[src/rtl/rv32i_types.sv]
// Shared RV32M multiply definitions: funct3 codes, multiplier operand-type
// encodings and the sequencer FSM state.
package rv32i_types;

    localparam logic [2:0] F3_MUL    = 3'b000;
    localparam logic [2:0] F3_MULH   = 3'b001;
    localparam logic [2:0] F3_MULHSU = 3'b010;
    localparam logic [2:0] F3_MULHU  = 3'b011;

    // Operand signedness seen by the multiplier: a-signed/b-signed.
    localparam logic [1:0] MUL_TYPE_UU = 2'b00;
    localparam logic [1:0] MUL_TYPE_SS = 2'b01;
    localparam logic [1:0] MUL_TYPE_SU = 2'b10;

    typedef enum logic [1:0] {
        IDLE = 2'd0,
        BUSY = 2'd1,
        RESP = 2'd2
    } mul_state_e;

    // Reserved funct3 encodings fall through to plain MUL.
    function automatic logic [1:0] funct3_to_mul_type(input logic [2:0] funct3);
        case (funct3)
            F3_MULH:   return MUL_TYPE_SS;
            F3_MULHSU: return MUL_TYPE_SU;
            default:   return MUL_TYPE_UU;
        endcase
    endfunction

    function automatic logic is_high_half(input logic [2:0] funct3);
        return (funct3 == F3_MULH) || (funct3 == F3_MULHSU) || (funct3 == F3_MULHU);
    endfunction

endpackage

[src/rtl/rr_arbiter2.sv]
// Two-way round-robin arbiter; priority flips only when a grant is taken.
module rr_arbiter2 (
    input  logic clk,
    input  logic rst,
    input  logic en,
    input  logic req0,
    input  logic req1,
    output logic gnt0,
    output logic gnt1
);

    // Set when port 1 holds priority for the next tie; cleared so port 0 wins after reset.
    logic prio1_q;
    logic pick0;

    assign pick0 = req0 && (!req1 || !prio1_q);
    assign gnt0  = en && pick0;
    assign gnt1  = en && req1 && !pick0;

    // NOTE: state registers use non-blocking assignments so every flop samples pre-edge values.
    always_ff @(posedge clk) begin
        if (rst) begin
            prio1_q <= 1'b0;
        end else if (gnt0) begin
            prio1_q <= 1'b1;
        end else if (gnt1) begin
            prio1_q <= 1'b0;
        end
    end

endmodule

[src/rtl/mul_sequencer.sv]
// Issues RV32M multiplies from two reservation stations to a shared
// multiplier and broadcasts the selected product half on the CDB.
module mul_sequencer
    import rv32i_types::*;
#(
    parameter int OPERAND_WIDTH = 32,
    parameter int ROB_IDX_W     = 5
) (
    input  logic                       clk,
    input  logic                       rst,
    input  logic                       flush,

    input  logic                       req0_valid,
    output logic                       req0_ready,
    input  logic [2:0]                 req0_funct3,
    input  logic [OPERAND_WIDTH-1:0]   req0_rs1,
    input  logic [OPERAND_WIDTH-1:0]   req0_rs2,
    input  logic [ROB_IDX_W-1:0]       req0_rob_idx,

    input  logic                       req1_valid,
    output logic                       req1_ready,
    input  logic [2:0]                 req1_funct3,
    input  logic [OPERAND_WIDTH-1:0]   req1_rs1,
    input  logic [OPERAND_WIDTH-1:0]   req1_rs2,
    input  logic [ROB_IDX_W-1:0]       req1_rob_idx,

    output logic                       mul_start,
    output logic [1:0]                 mul_type,
    output logic [OPERAND_WIDTH-1:0]   mul_a,
    output logic [OPERAND_WIDTH-1:0]   mul_b,
    input  logic [2*OPERAND_WIDTH-1:0] mul_p,
    input  logic                       mul_done,

    output logic                       cdb_valid,
    input  logic                       cdb_ready,
    output logic [ROB_IDX_W-1:0]       cdb_rob_idx,
    output logic [OPERAND_WIDTH-1:0]   cdb_data
);

    mul_state_e                 state, state_next;
    logic [2:0]                 funct3_q;
    logic [OPERAND_WIDTH-1:0]   rs1_q, rs2_q, result_q;
    logic [ROB_IDX_W-1:0]       rob_q;
    logic                       kill_q;
    logic                       issue_en, grant0, grant1, accept, capture;

    // Waiting for mul_done to fall keeps a new start out of the multiplier's DONE state.
    assign issue_en = (state == IDLE) && !mul_done && !flush && !rst;
    assign accept   = grant0 || grant1;
    assign capture  = (state == BUSY) && mul_done && !kill_q && !flush;

    rr_arbiter2 u_arb (
        .clk  (clk),
        .rst  (rst),
        .en   (issue_en),
        .req0 (req0_valid),
        .req1 (req1_valid),
        .gnt0 (grant0),
        .gnt1 (grant1)
    );

    always_ff @(posedge clk) begin
        if (rst) state <= IDLE;
        else     state <= state_next;
    end

    // NOTE: every combinational output gets a default first so no path infers a latch.
    always_comb begin
        state_next = state;
        unique case (state)
            IDLE:    if (accept) state_next = BUSY;
            BUSY:    if (mul_done) state_next = (kill_q || flush) ? IDLE : RESP;
            RESP:    if (flush || cdb_ready) state_next = IDLE;
            default: state_next = IDLE;
        endcase
    end

    always_comb begin
        req0_ready = 1'b0;
        req1_ready = 1'b0;
        mul_start  = 1'b0;
        cdb_valid  = 1'b0;
        if (!rst) begin
            unique case (state)
                IDLE:    begin
                    req0_ready = grant0;
                    req1_ready = grant1;
                end
                BUSY:    mul_start = 1'b1;
                RESP:    cdb_valid = 1'b1;
                default: ;
            endcase
        end
    end

    always_ff @(posedge clk) begin
        if (rst) begin
            funct3_q <= '0;
            rs1_q    <= '0;
            rs2_q    <= '0;
            rob_q    <= '0;
            result_q <= '0;
            kill_q   <= 1'b0;
        end else begin
            if (accept) begin
                funct3_q <= grant0 ? req0_funct3  : req1_funct3;
                rs1_q    <= grant0 ? req0_rs1     : req1_rs1;
                rs2_q    <= grant0 ? req0_rs2     : req1_rs2;
                rob_q    <= grant0 ? req0_rob_idx : req1_rob_idx;
            end
            if (capture) begin
                result_q <= is_high_half(funct3_q) ? mul_p[2*OPERAND_WIDTH-1:OPERAND_WIDTH]
                                                   : mul_p[OPERAND_WIDTH-1:0];
            end
            // A flush seen at any point of the multiply poisons its result.
            if (state == BUSY) kill_q <= (kill_q || flush) && !mul_done;
            else               kill_q <= 1'b0;
        end
    end

    assign mul_type    = funct3_to_mul_type(funct3_q);
    assign mul_a       = rs1_q;
    assign mul_b       = rs2_q;
    assign cdb_data    = result_q;
    assign cdb_rob_idx = rob_q;

endmodule
[config.mk]
export PLATFORM = sky130hd
export DESIGN_NAME = mul_sequencer
export DESIGN_NICKNAME = d
export VERILOG_FILES = /design/src/rtl/rv32i_types.sv /design/src/rtl/rr_arbiter2.sv /design/src/rtl/mul_sequencer.sv
export SDC_FILE = /design/constraint.sdc
export NUM_CORES = 1
export LEC_CHECK = 0
export ABC_AREA = 0
export CAP_MARGIN = 10
export CORE_MARGIN = 8
export CORE_UTILIZATION = 37
export CTS_CLUSTER_DIAMETER = 40
export CTS_CLUSTER_SIZE = 25
export DETAILED_ROUTE_END_ITERATION = 10
export PLACE_DENSITY = 0.82
export SYNTH_ARGS = -nofsm -noshare
export SYNTH_HDL_FRONTEND = slang
export SYNTH_SLANG_ARGS = --single-unit
[constraint.sdc]
create_clock -name clk -period 1.88 [get_ports clk]
set_input_delay 0.376 -clock clk [delete_from_list [all_inputs] [get_ports clk]]
set_output_delay 0.376 -clock clk [all_outputs]
set_load 0.02 [all_outputs]
==> run summary <==
outcome: complete, no violations
worst reg-to-reg setup slack: 0.20 ns
IO Count: 322
Tmin final: 1.852 ns
port buffer count: 321
Hold EP: state[1]$_SDFFE_PP0P_
final RePlAce weighted congestion: 0.8458
Post-DP Area: 0.008494 sq mm
Mapped Cells: 630
register share of total power: 43.3%
clock network fraction of total power: 32.0%
TritonCTS clock tree: built
Post-Route WL: 22.05 mm
Critical Path Sink Type: flip-flop
die width: 132.8 um
Final #Nets: 1136
Finish-stage setup viols: 0
worst min-delay path startpoint: rst
hold depth: 3
fmax: 540.1 MHz
sequential area share after synthesis: 42.81%
die height: 132.8 um
Synth Cell Area: 0.005050 sq mm
die area: 0.01764 sq mm
Post-Route Utilization: 66.27%
fin crit share: 98.49%
vias in the first global route: 6092
Comb pwr share: 24.8%
max-slew violation total from the final report: 0
layout cells sized above 1: 7.027%
core footprint: 0.01330 sq mm
Residual DRC: 0
worst-skew pair later-pin latency: 0.35 ns
fin area: 0.008811 sq mm
Fin Setup TNS: 0 ns
CP cell instances: clkdlybuf4s50_1, buf_4, or2_2, and3_2, buf_12, a311oi_1
largest net degree at the start of global routing: 98
Worst path slowest cell: clkdlybuf4s50_1
Initial DRC Count: 358
post-route insts no fill: 1103
number of distinct library cells after synthesis: 29
worst r2r src: state[0]$_SDFFE_PP0P_
Initial Util: 37.98%
R2R depth: 5
post-DP HPWL: 16.24 mm
Site Rows: 42
crit path kind: in2reg
Worst Hold Class: in2reg
Max Cap Viol: 0
Clock Tree Root: clkbuf_16
Max H-tree Level: 3
area added between synthesis and finish: 74.48%
syn_nets: 845
via count: 6066
RR Endpoint: mul_b[21]$_SDFFE_PP0P_
first-pass GRT wire length: 34.08 mm
Hold Fails Final Rpt: 0
All-Layer GR Usage: 23.82%
TritonCTS Buffers: 9
leakage: 3.113 nW
slowest stage delay, CP: 0.50 ns
Setup crit start kind: input pin
Via density: 5.500
CTS Sinks: 108
Synth Area per Inst: 8.016 sq um
Worst EP required: 2.13 ns
YS warnings: 0
switching portion of total power: 27.00%
RSZ-0062 raised after global routing: yes
flops & latches, synth: 108
pwr dens: 636.8 mW/mm^2
Wirelength per Cell: 19.99 um
switching power: 1.515 mW
internal power: 4.096 mW
Placed Instances: 1085
clk buf depth: 2
worst vdd rail ir drop: 0.4086 mV
slew margin rel.: 27.72%
initial antenna violation count: 2
worst slew pin tran: 1.084 ns
post-route ant nets: 0
Pre-antenna DRT Iters: 5
clock skew: 0.005519 ns
Crit path arrival time: 2.10 ns
total gr overflow: 0
Post-CTS Hold Fix Bufs: 0
Clock Pin Slew Worst Setup and Hold Paths: 0.07 ns
maximum fanout along the worst path: 30
## per-stage QoR
stage	power [mW]	hold slack (ns)	setup slack, ns
6_report	5.611	0.4000	0.02834
5_1_grt	5.858	0.4123	-0.03068
4_1_cts	5.663	0.3785	0.005215
3_5_place_dp	3.859	0.5116	-0.4305
3_3_place_gp	3.849	0.5042	-0.4267
2_1_floorplan	3.049	0.4716	0.05614
## power by group through the flow
stage	clock (mW)	combinational, mW	sequential [mW]
after floorplan	0	0.474	2.57
after global placement	0	1.37	2.48
after detailed placement	0	1.38	2.48
after CTS	1.85	1.39	2.43
after global routing	1.92	1.50	2.44
final	1.79	1.39	2.43
## registers in the layout (all words and copies together) (netlist names)
name / cells
mul_a: 32
cdb_rob_idx: 5
cdb_data: 32
mul_b: 32
state: 2
u_arb.prio1_q: 1
kill_q: 1
funct3_q: 3
## layer usage
metal	wire length, um	vias to the layer above	GRT usage, %	share of wire [%]
met5	0	-	0	0
met4	569	0	9.590	2.6
met3	2590	31	8.668	12
met2	10630	307	40.11	48
met1	8254	2801	26.69	37
li1	-	2927	-	-
## critical path: cells and delay by family
kind                   cells  cell delay (ns)
buffers and inverters      3             0.88
AND/OR/NAND/NOR            2             0.60
AO/OA/AOI/OAI              1             0.23
## worst max-delay path by stage
stage               startpoint                      to  slack (ns)  cells past startpoint
floorplan             mul_done              req1_ready        0.06                      6
CTS                 req0_valid              req0_ready       0.005                      4
global placement      mul_done              req1_ready       -0.43                      5
global route        req1_valid  mul_a[29]$_SDFFE_PP0P_       -0.03                      6
finish              req1_valid  mul_a[16]$_SDFFE_PP0P_        0.03                      6
detailed placement    mul_done              req1_ready       -0.43                      5
## cells by family after synthesis
group	after synthesis	synth area share [%]
buffers and inverters	78	7.458
DFF	108	42.81
AOI/OAI and AO/OA	217	31.54
and+or+nand+nor	227	18.19
## layout by cell type, fill, tap and decap left out, types with 2 or more instances in the layout
cell | Yosys | layout
clkdlybuf4s50_1 | 0 | 314
nand2_1 | 209 | 209
dfxtp_1 | 108 | 108
a311oi_1 | 104 | 100
a31oi_1 | 72 | 72
a21oi_1 | 34 | 34
buf_4 | 4 | 24
clkbuf_16 | 0 | 9
buf_12 | 0 | 8
a311oi_2 | 0 | 4
buf_6 | 6 | 4
nor3b_1 | 3 | 3
clkbuf_1 | 46 | 3
dlygate4sd2_1 | 0 | 3
diode_2 | 0 | 2
nor2_1 | 3 | 2
nor2b_1 | 2 | 2
nand3_1 | 2 | 2
clkbuf_8 | 0 | 2
buf_2 | 19 | 2
## cells in the mapped netlist (all sizes together)
cell type	number	share of area, %
nand2	209	16
nor2	3	0.22
nand2b	1	0.12
buf	31	4.0
and3	2	0.25
nor3	1	0.32
inv	1	0.074
nor3b	3	0.45
dfxtp	108	43
a21boi	1	0.15
and2	1	0.12
o211a	1	0.20
clkbuf	46	3.4
a31oi	72	8.9
or3	1	0.12
o21a	1	0.15
nand3	2	0.20
a21bo	1	0.20
a21oi	34	3.4
a311oi	104	18
a31o	1	0.17
o21ba	1	0.20
nor2b	2	0.25
or2	1	0.12
nor4b	1	0.47
o21bai	1	0.15
## timing repair
action	CTS	global route
gates resized for setup	11	13
pin swaps	1	0
setup buffers	1	0
endpoints found under the setup margin	16	64
## area by class of cell
cell class | count | area, sq um
tap | 176 | 220.2
multi-input combinational | 444 | 2560
antenna | 2 | 5.005
clock buffer | 14 | 264.0
clock inverter | 1 | 7.507
sequential | 108 | 2162
inverter | 1 | 3.754
fill | 1112 | 4484
timing repair buffer | 357 | 3588
Note: power is estimated with default switching activity, not from simulation.
